<file path="src/rtl/led_pwm_pkg.sv">
`default_nettype none
//==============================================================================
// Module  : led_pwm_pkg
// Brief   : Shared mode encodings and the triangle-fold helper for the
//           multi-channel LED breathing PWM driver.
// Rev     : 1.0  initial release
//==============================================================================
package led_pwm_pkg;

    // Operating modes, stepped in this order by each accepted key press
    localparam logic [1:0] MODE_OFF    = 2'd0;
    localparam logic [1:0] MODE_STATIC = 2'd1;
    localparam logic [1:0] MODE_BREATH = 2'd2;
    localparam logic [1:0] MODE_WAVE   = 2'd3;

    // Map a phase q in 0..2*span-1 onto a triangle that rises from 1 to
    // 1+span and falls back again, so the duty never leaves [1, 1+span].
    function automatic logic [31:0] fold(input logic [31:0] q, input logic [31:0] span);
        logic [31:0] w_val;
        if (q <= span) begin
            w_val = 32'd1 + q;
        end else begin
            w_val = 32'd1 + (span << 1) - q;
        end
        return w_val;
    endfunction

endpackage
`default_nettype wire

</file>
<file path="src/rtl/key_debounce.sv">
`default_nettype none
//==============================================================================
// Module  : key_debounce
// Brief   : Synchronises the raw active-low mode key, accepts a new level only
//           after it has been stable for DEB_CYCLES clocks, and emits a single
//           press pulse on each accepted released->pressed transition.
// Rev     : 1.0  initial release
//==============================================================================
module key_debounce #(
    parameter int DEB_CYCLES = 50000
) (
    input  logic clk,
    input  logic reset_n,
    input  logic key_d,
    output logic press,
    output logic key_level
);

    // Run length saturates at DEB_CYCLES, so the counter needs to hold that value
    localparam int                 c_CNT_W = $clog2(DEB_CYCLES + 1);
    localparam logic [c_CNT_W-1:0] c_FULL  = c_CNT_W'(DEB_CYCLES);

    logic               r_sync1;
    logic               r_sync2;
    logic               r_sync_q;
    logic               r_level;
    logic               r_armed;
    logic [c_CNT_W-1:0] r_run;
    logic [c_CNT_W-1:0] w_run;
    logic               w_stable;
    logic               w_accept;

    // Two-flop synchroniser; idles at the released level
    always_ff @(posedge clk or negedge reset_n) begin
        if (!reset_n) begin
            r_sync1 <= 1'b1;
            r_sync2 <= 1'b1;
        end else begin
            r_sync1 <= key_d;
            r_sync2 <= r_sync1;
        end
    end

    // Length of the current run of identical synchronised samples, this cycle included
    always_comb begin
        if (r_sync2 != r_sync_q) begin
            w_run = c_CNT_W'(1);
        end else if (r_run == c_FULL) begin
            w_run = c_FULL;
        end else begin
            w_run = r_run + c_CNT_W'(1);
        end
        w_stable = (w_run == c_FULL);
        w_accept = w_stable && (r_sync2 != r_level);
    end

    // Run tracking, accepted level and arming. A key held through reset is
    // first accepted as pressed without stepping; only after a confirmed
    // release does the next press count.
    always_ff @(posedge clk or negedge reset_n) begin
        if (!reset_n) begin
            r_sync_q <= 1'b1;
            r_run    <= '0;
            r_level  <= 1'b1;
            r_armed  <= 1'b0;
        end else begin
            r_sync_q <= r_sync2;
            r_run    <= w_run;
            if (w_accept) begin
                r_level <= r_sync2;
            end
            if (w_stable && r_sync2) begin
                r_armed <= 1'b1;
            end
        end
    end

    assign press     = w_accept && !r_sync2 && r_armed;
    assign key_level = r_level;

endmodule
`default_nettype wire

</file>
<file path="src/rtl/led_breath_pwm.sv">
`default_nettype none
//==============================================================================
// Module  : led_breath_pwm
// Brief   : Multi-channel LED PWM driver. A prescaled phase accumulator drives
//           an overshoot-free triangle ramp; a debounced key cycles through
//           OFF / STATIC / BREATH / WAVE modes. WAVE offsets each channel's
//           phase by PHASE_STEP ticks. Outputs are registered.
// Rev     : 1.0  initial release
//==============================================================================
module led_breath_pwm
    import led_pwm_pkg::*;
#(
    parameter int N_CH        = 8,
    parameter int PWM_W       = 10,
    parameter int TICK_DIV    = 20000,
    parameter int DEB_CYCLES  = 50000,
    parameter int PHASE_STEP  = 64,
    parameter int STATIC_DUTY = 512,
    parameter int ACTIVE_LOW  = 1
) (
    input  logic            clk,
    input  logic            reset_n,
    input  logic            key_d,
    output logic [N_CH-1:0] LED,
    output logic [1:0]      mode_o
);

    // Ramp spans duty 1 .. 2^PWM_W-2, so SPAN = 2^PWM_W-3 and one full
    // up/down period is 2*SPAN ticks; the phase needs one extra bit.
    localparam int                 c_SPAN    = (2 ** PWM_W) - 3;
    localparam int                 c_PER     = 2 * c_SPAN;
    localparam int                 c_PH_W    = PWM_W + 1;
    localparam int                 c_PS_W    = (TICK_DIV > 1) ? $clog2(TICK_DIV) : 1;
    localparam logic [c_PS_W-1:0]  c_PS_LAST = c_PS_W'(TICK_DIV - 1);
    localparam logic [c_PH_W-1:0]  c_PH_LAST = c_PH_W'(c_PER - 1);
    localparam logic [c_PH_W:0]    c_PER_V   = (c_PH_W + 1)'(c_PER);
    localparam logic [PWM_W-1:0]   c_STATIC  = PWM_W'(STATIC_DUTY);
    localparam logic               c_POL     = (ACTIVE_LOW != 0);

    logic              r_rst_meta_n;
    logic              r_rst_sync_n;
    logic [c_PS_W-1:0] r_presc;
    logic [c_PH_W-1:0] r_phase;
    logic [PWM_W-1:0]  r_pwm_cnt;
    logic [1:0]        r_mode;
    logic [N_CH-1:0]   r_led;
    logic              w_tick;
    logic              w_press;
    logic              w_key_level;
    logic              w_step;
    logic [PWM_W-1:0]  w_fold_p;
    logic [N_CH-1:0]   w_on;

    // Reset asserts asynchronously and is released two clocks later in sync with clk
    always_ff @(posedge clk or negedge reset_n) begin
        if (!reset_n) begin
            r_rst_meta_n <= 1'b0;
            r_rst_sync_n <= 1'b0;
        end else begin
            r_rst_meta_n <= 1'b1;
            r_rst_sync_n <= r_rst_meta_n;
        end
    end

    key_debounce #(
        .DEB_CYCLES (DEB_CYCLES)
    ) u_key_debounce (
        .clk       (clk),
        .reset_n   (r_rst_sync_n),
        .key_d     (key_d),
        .press     (w_press),
        .key_level (w_key_level)
    );

    // A step is taken only on the edge out of the released level
    assign w_step = w_press && w_key_level;
    assign w_tick = (r_presc == c_PS_LAST);

    // Prescaler, ramp phase and PWM counter; the phase advances once per tick
    always_ff @(posedge clk or negedge r_rst_sync_n) begin
        if (!r_rst_sync_n) begin
            r_presc   <= '0;
            r_phase   <= '0;
            r_pwm_cnt <= '0;
        end else begin
            r_presc   <= w_tick ? '0 : r_presc + c_PS_W'(1);
            r_pwm_cnt <= r_pwm_cnt + PWM_W'(1);
            if (w_tick) begin
                r_phase <= (r_phase == c_PH_LAST) ? '0 : r_phase + c_PH_W'(1);
            end
        end
    end

    // Mode register; steps once per accepted press, independent of the ramp
    always_ff @(posedge clk or negedge r_rst_sync_n) begin
        if (!r_rst_sync_n) begin
            r_mode <= MODE_BREATH;
        end else if (w_step) begin
            r_mode <= r_mode + 2'd1;
        end
    end

    // Common breathing duty shared by all channels
    always_comb begin
        w_fold_p = PWM_W'(fold(32'(r_phase), 32'(c_SPAN)));
    end

    for (genvar gi = 0; gi < N_CH; gi++) begin : g_ch
        localparam int              c_OFF   = (gi * PHASE_STEP) % c_PER;
        localparam logic [c_PH_W:0] c_OFF_V = (c_PH_W + 1)'(c_OFF);

        logic [c_PH_W:0]   w_sum;
        logic [c_PH_W-1:0] w_q;
        logic [PWM_W-1:0]  w_duty;

        // Channel duty by mode; WAVE folds the phase shifted by this channel's offset
        always_comb begin
            w_sum = {1'b0, r_phase} + c_OFF_V;
            if (w_sum >= c_PER_V) begin
                w_q = c_PH_W'(w_sum - c_PER_V);
            end else begin
                w_q = w_sum[c_PH_W-1:0];
            end
            case (r_mode)
                MODE_OFF:    w_duty = '0;
                MODE_STATIC: w_duty = c_STATIC;
                MODE_BREATH: w_duty = w_fold_p;
                default:     w_duty = PWM_W'(fold(32'(w_q), 32'(c_SPAN)));
            endcase
        end

        assign w_on[gi] = (r_pwm_cnt < w_duty);
    end

    // Registered LED pins with board polarity applied
    always_ff @(posedge clk or negedge r_rst_sync_n) begin
        if (!r_rst_sync_n) begin
            r_led <= {N_CH{c_POL}};
        end else begin
            r_led <= w_on ^ {N_CH{c_POL}};
        end
    end

    assign LED    = r_led;
    assign mode_o = r_mode;

endmodule
`default_nettype wire

</file>
<file path="config.mk">
export PLATFORM = sky130hd
export DESIGN_NAME = led_breath_pwm
export DESIGN_NICKNAME = d
export VERILOG_FILES = /design/src/rtl/led_pwm_pkg.sv /design/src/rtl/key_debounce.sv /design/src/rtl/led_breath_pwm.sv
export SDC_FILE = /design/constraint.sdc
export NUM_CORES = 1
export LEC_CHECK = 0
export BUFFER_PORTS_ARGS = -buffer_cell sky130_fd_sc_hd__buf_2
export CAP_MARGIN = 20
export CORE_MARGIN = 3
export CORE_UTILIZATION = 47
export CTS_BUF_LIST = sky130_fd_sc_hd__clkbuf_4 sky130_fd_sc_hd__clkbuf_8 sky130_fd_sc_hd__clkbuf_16
export CTS_CLUSTER_SIZE = 24
export DETAILED_ROUTE_END_ITERATION = 10
export PLACE_DENSITY = 0.68
export REMOVE_ABC_BUFFERS = 1
export SYNTH_ARGS = -nofsm -noshare
export SYNTH_HDL_FRONTEND = slang
export SYNTH_HIERARCHICAL = 1
export SYNTH_SLANG_ARGS = --single-unit
</file>
<file path="constraint.sdc">
create_clock -name clk -period 2 [get_ports clk]
set_clock_uncertainty 0.1 [all_clocks]
set_input_delay 0 -clock clk [delete_from_list [all_inputs] [get_ports clk]]
set_output_delay 0 -clock clk [all_outputs]
set_load 0.005 [all_outputs]
</file>
---- Word level (Yosys, flattened, before mapping) ----
Cells that the tools add are included.
cells by class
  add/sub/neg operators ................... 38
  $lt $le $gt $ge ......................... 25
  equality and inequality tests ........... 8
  mux-type cells .......................... 29
  bitwise logic cells ..................... 1
  reduce and logical (&&, ||, !) cells .... 7
operators by type and width
  operator                  number
  $pmux W10 S3              8
  $le A11 B10 Y1 const B    9
  $mux W11                  9
  $add A1 B10 Y10 const A   9
  $mux W10                  9
  $sub A10 B10 Y10 const A  9
  $sub A11 B11 Y11 const B  8
  $ge A12 B11 Y1 const B    7
  $lt A10 B10 Y1            8
  $add A11 B9 Y12 const B   4
  $eq A16 B16 Y1 const B    2
  $mux W16                  2
  $add A11 B8 Y12 const B   2
  $add A16 B1 Y16 const B   1
  $add A15 B1 Y15 const B   1
  $eq A15 B15 Y1 const B    1
  $mux W15                  1
  $add A11 B7 Y12 const B   1
  $add A11 B1 Y11 const B   1
  $eq A11 B11 Y1 const B    1
  $ge A11 B11 Y1 const B    1
  $add A10 B1 Y10 const B   1
  $not A8 Y8                1
  $logic_and A1 B1 Y1       5
  other kinds (6)           7
word-level totals
  flip-flop bits (word level) ............. 69
  logic and storage cells ................. 121

---- Longest topological paths before layout ----
  word-level depth ........................ 8
  depth in mapped cells ................... 29
  depth with buffers taken out ............ 27

---- By module ----
Netlist, hierarchy kept.
modules (own cells, without submodules)
  module          times used  cells an instance  area an instance (µm²)
  led_breath_pwm  1           1418               10397.5
  key_debounce    1           122                1249.9

---- Least setup slack after synthesis ----
OpenSTA, ideal clock, no wires.
  kind .................................... reg2reg
  start point ............................. reg r_phase[7]
  end point ............................... reg r_led[2], in the netlist LED[2]
  setup time .............................. 0.083 ns
  arrival time ............................ 5.457 ns
  data required time ...................... 1.817 ns
  slack ................................... -3.641 ns
  stages on the path, launching flop included .. 30
  buffers on the path ..................... 2
  period minus slack after synthesis ...... 5.641 ns
  path through ............................ dfrtp_1 clkbuf_1 clkinv_1 ha_1 clkbuf_1 nand2_1 nor3_2 o211a_2 nor2_1 nor2_1 xor2_1 ha_1 nand3b_1 nor4b_1 o2111ai_1 o311ai_0 o21ai_0 a41oi_4 nor2_1 a21oi_1 o21bai_1 ha_1 a21o_1 a21o_1 a21o_1 a21o_1 a21oi_1 nor2b_1 o21ai_0 a21oi_1
on the way
  word-level cells in the longest chain between the ends .. 8
  elaborated cells on any way between the ends .. 15
RTL lines
  item                                                RTL line                                      source
  from (decl)                                         led_breath_pwm.sv:43                          logic [c_PH_W-1:0] r_phase;
  from (signal assigned)                              led_breath_pwm.sv:89                          r_phase <= (r_phase == c_PH_LAST) ? '0 : r_phase + c_PH_W'(1);
  $add A11 B8 Y12                                     led_breath_pwm.sv:118                         w_sum = {1'b0, r_phase} + c_OFF_V;
  $sub A11 B11 Y11 or $ge A12 B11 Y1 (tied branches)  led_breath_pwm.sv:120, led_breath_pwm.sv:119
  $mux W11                                            led_breath_pwm.sv:119                         if (w_sum >= c_PER_V) begin
  $sub A10 B10 Y10, or another cell as far along      led_pwm_pkg.sv:23                             w_val = 32'd1 + (span << 1) - q;
  $mux W10                                            led_pwm_pkg.sv:20                             if (q <= span) begin
  $pmux W10 S3 *                                      led_breath_pwm.sv:124                         case (r_mode)
  $lt A10 B10 Y1 *                                    led_breath_pwm.sv:132                         assign w_on[gi] = (r_pwm_cnt < w_duty);
  $not A8 Y8 (no source line) *                       n/a
  to (signal assigned)                                led_breath_pwm.sv:138                         r_led <= {N_CH{c_POL}};
  to (signal assigned)                                led_breath_pwm.sv:140                         r_led <= w_on ^ {N_CH{c_POL}};
  to (decl)                                           led_breath_pwm.sv:46                          logic [N_CH-1:0] r_led;
Mark *: on every way between the ends. The rest lies on a longest branch, timed or not.
A chain may end at the register's enable or synchronous reset.

---- Worst setup path after layout ----
  start point ............................. reg r_phase[8]
  end point ............................... reg r_led[7], in the netlist LED[7]
on the way
  word-level cells in the longest chain between the ends .. 8
  elaborated cells on any way between the ends .. 15
RTL lines
  item                                                RTL line
  $add A11 B9 Y12                                     led_breath_pwm.sv:118
  $sub A11 B11 Y11 or $ge A12 B11 Y1 (tied branches)  led_breath_pwm.sv:120, led_breath_pwm.sv:119
  $mux W11                                            led_breath_pwm.sv:119
  $sub A10 B10 Y10, or another cell as far along      led_pwm_pkg.sv:23
  $mux W10                                            led_pwm_pkg.sv:20
  $pmux W10 S3 *                                      led_breath_pwm.sv:124
  $lt A10 B10 Y1 *                                    led_breath_pwm.sv:132
  $not A8 Y8 (no source line) *                       n/a
Marked as above.

==> key figures <==
Outcome
  • Status: complete, but fails checks
  • Failing checks: negative setup slack

Clocking
  • Clock Tree Buf Depth: 2
  • CTS Buf Count: 9
  • Worst-path clk slew: ~0.10 ns
  • H-tree levels: 3
  • CTS tree: yes
  • Total clock sinks: between 60 and 70
  • Root Buffer: clkbuf_16
  • Clock latency on the worst-skew pair: 0.38 ns

Synth
  • Post-synth EDFFs: 0
  • Synth unique cells: between 100 and 150
  • Post-synthesis average cell area: 7.56 sq um
  • Synth Flop Type: dfrtp_1
  • Yosys warnings: 6
  • Largest area contributor in the netlist: ha_1
  • Post-Syn Area: roughly 12000 sq um
  • Post-synth top area share: 0.129
  • Commonest cells in the netlist: 138 x nor2_1, 120 x ha_1, 119 x nand2_1
  • Top cells by area, synth: ha_1 13%, dfrtp_1 12%, xnor2_1 8.2%, a21oi_1 4.8%, o21ai_0 4.7%
  • Post-synthesis sequential area ratio: 0.150
  • Synth Instances: roughly 1500
  • Leading cell type by number of instances after synthesis: nor2_1
  • Post-synthesis register bit count: between 60 and 70
  • Asr flop ratio synth: 1.00

Finish
  • Fin nets: between 2000 and 2500
  • Fill cell count: 1600
  • Final instance area: ~19000 sq um
  • Area Overhead vs Synth: 60.8%
  • Layout cells sized above 1: 0.440
  • Post-route insts no fill: between 2000 and 2500

Detailed routing
  • Routed wl met3: 6710 microns
  • Post-route ant nets: 0
  • Routed Wire Length: between 60000 and 70000 microns
  • Number of detailed-route iterations in the first pass: 6
  • Remaining DRCs: 0
  • Via count: 16000
  • Met1 wire length: roughly 22000 microns
  • Detail-routed net length per standard cell: approximately 24 microns
  • Max Used Layer: met5
  • DR WL met2: roughly 26000 microns
  • Iteration-0 DRC Markers: 2154
  • Vias per cell: 6.50

Power
  • Combinational share of power: 0.103
  • Sw power: roughly 0.0011 W
  • Max VDD drop: between 300 and 400 uV
  • P_leak: 8.28 nW
  • Sequential Power Share: 0.389
  • Sw Ratio: 0.291
  • Power per cell area: a little under 200 nW/um^2
  • Clock power frac: 0.508
  • Total Power: 0.00371 W
  • Cell Int Power: 0.00263 W

Floorplan
  • Core area: ~24000 sq um
  • Chip width: between 150 and 200 microns
  • FP Rows: 56
  • Die footprint: approximately 27000 sq um
  • Starting Density: 0.487
  • Boundary Pins: 13
  • Height of the die: approximately 160 microns

Critical path
  • WP data required: 2.18 ns
  • Critical Path Sink Type: register
  • Reg2reg setup slack: -2.75 ns
  • Critical path class: register to register
  • CP Max Fanout: 6
  • Arrival time at the worst endpoint: 4.93 ns
  • CP Cell Sequence: inv_4 > buf_12 > ha_4 > buf_6 > or3b_1 > a211oi_2 > a21o_1 > buf_6 > a311o_1 > nand4_1 > buf_4 > inv_1 > ha_1 > inv_1 > or4_4 > a21o_1 > a31oi_1 > buf_4 > ha_1 > or2_2 > a21oi_1 > a21oi_2
  • Critical-path top delay cell: or4_4
  • Setup crit start kind: register
  • Crit-path max cell delay: ~0.53 ns

Timing
  • Hold slack: ~0.18 ns
  • Tmin final: around 4.8 ns
  • Final-report max-slew violation count: 0
  • Unrepaired setup endpoints after global routing: true
  • Worst rel slew slack: 0.480
  • Final worst path period share: 2.38
  • Final WS setup: -2.75 ns
  • Worst slew pin tran: just under 0.8 ns
  • Fin. Hold Viols: 0
  • Max Freq: approximately 210 MHz
  • Final setup viols: 23

Place
  • Placed Area: between 15000 and 20000 sq um
  • Cell Count Post-Placement: between 2000 and 2500
  • Port Buffers: 12
  • Gpl congestion: 1.04
  • DP Wirelength: 40200 microns

GRT
  • Largest net degree at the start of global routing: just under 70
  • Vias in the first global route: 15300
  • Initial antenna violation count: 4
  • First-pass GRT wire length: ~84000 microns
  • Overflow left after global routing: 0
  • All-Layer GR Usage: 0.409

Job
  • Max_cap viols: 0

Worst hold path
  • HP Class: register to asynchronous set/reset pin
-- layer usage --
layer	global-route usage	vias to the layer above
li1	-	6950
met1	0.488	7507
met2	0.658	1146
met3	0.103	437
met4	0.254	8
met5	0	-
-- what timing repair did --
| action | CTS | global route |
|---|---|---|
| gates resized for setup | 203 | 158 |
| gates cloned | 0 | 1 |
| buffers inserted | 80 | 46 |
| hold buffers | 3 | 0 |
| endpoints found under the hold margin | 3 | 0 |
| pin swaps | 106 | 117 |
| endpoints found under the setup margin | 23 | 23 |
-- through the flow --
stage	utilization	TNS [ns]	setup slack (ns)
after floorplan	-	-49.26	-4.28
after global placement	0.666	-27.76	-2.87
after detailed placement	0.666	-29.65	-2.98
after CTS	0.742	-23.71	-2.58
after global routing	0.784	-28.98	-2.87
final	0.784	-26.70	-2.75
-- power by group through the flow --
stage / Combinational [W] / Sequential, W / Clock [W]
CTS: 0.000346 / 0.00144 / 0.00185
global route: 0.000405 / 0.00145 / 0.00192
floorplan: 0.0000756 / 0.00149 / 0
finish: 0.000382 / 0.00144 / 0.00188
global placement: 0.000217 / 0.00146 / 0
detailed placement: 0.000231 / 0.00146 / 0
-- worst max-delay path: cells and delay by family (launching register included) --
family                     cells  cell delay (ns)
AOI/OAI and AO/OA              7             1.17
and+or+nand+nor                4             1.41
DFF                            1             0.45
adders and majority gates      3             0.55
buffers and inverters          8             0.98
-- logic make-up (layout without fill, tap and decap cells) --
family,after synthesis,count (layout),synth area share
compound gates,475,475,0.282
other cells,1,2,0.000322
buf+inv,132,742,0.0506
mux,32,32,0.0277
simple gates,558,558,0.244
fa+ha+maj,120,120,0.129
xor+xnor,153,153,0.116
flops,69,69,0.150
-- layout by cell type (no fill, tap or decap), types with 10 or more instances in the layout --
master	netlist	layout
buf_2	20	12
xnor2_1	109	98
o21ai_1	1	28
buf_12	0	15
buf_4	10	593
a21oi_2	2	18
ha_4	0	15
dfstp_2	13	13
a21oi_1	111	90
and3_1	28	24
a31oi_1	27	24
o211ai_1	12	12
nor3_1	43	35
nand2_1	119	111
or3_1	15	14
nor2b_1	13	11
inv_1	39	37
or2_2	10	10
a21o_1	46	45
nand2b_1	18	14
ha_1	120	97
nand3_1	74	70
o21ai_0	110	77
dfrtp_1	56	49
nand4_1	32	32
mux2i_1	30	26
nor2_1	138	125
xor2_1	42	39
buf_6	4	58
-- final cells by class --
type | count | area [sq um] | area share
Sequential cell | 69 | 1750 | 0.0935
Clock buffer | 10 | 239 | 0.0128
Clock inverter | 6 | 70.1 | 0.00374
Timing Repair Buffer | 683 | 5530 | 0.295
Inverter | 43 | 176 | 0.00942
Antenna cell | 1 | 2.50 | 0.000134
Multi-Input combinational cell | 1339 | 10600 | 0.564
Tap cell | 319 | 399 | 0.0213
-- path summary, 6_finish.rpt --
path	from	endpoint	cells after the start
min in group clk	key_d	u_key_debounce/r_sync1$_DFF_PN1_	2
min reg2reg	r_rst_sync_n$_DFF_PN0_	r_presc[0]$_DFF_PN0_	1
max reg2reg	r_phase[8]$_DFFE_PN0N_	LED[7]$_DFF_PN1_	22
max	r_phase[8]$_DFFE_PN0N_	LED[7]$_DFF_PN1_	22
min	r_rst_sync_n$_DFF_PN0_	r_presc[0]$_DFF_PN0_	1
max in group asynchronous	r_rst_sync_n$_DFF_PN0_	LED[1]$_DFF_PN1_	1
-- registers in the layout (all words and copies together), names as in the netlist --
name                      cells
r_presc                      15
u_key_debounce/r_armed        1
u_key_debounce/r_sync_q       1
u_key_debounce/r_sync1        1
r_phase                      11
u_key_debounce/r_sync2        1
LED                           8
r_rst_meta_n                  1
r_pwm_cnt                    10
u_key_debounce/r_run         16
mode_o                        2
r_rst_sync_n                  1
u_key_debounce/key_level      1
(Power assumes the default switching activity.)
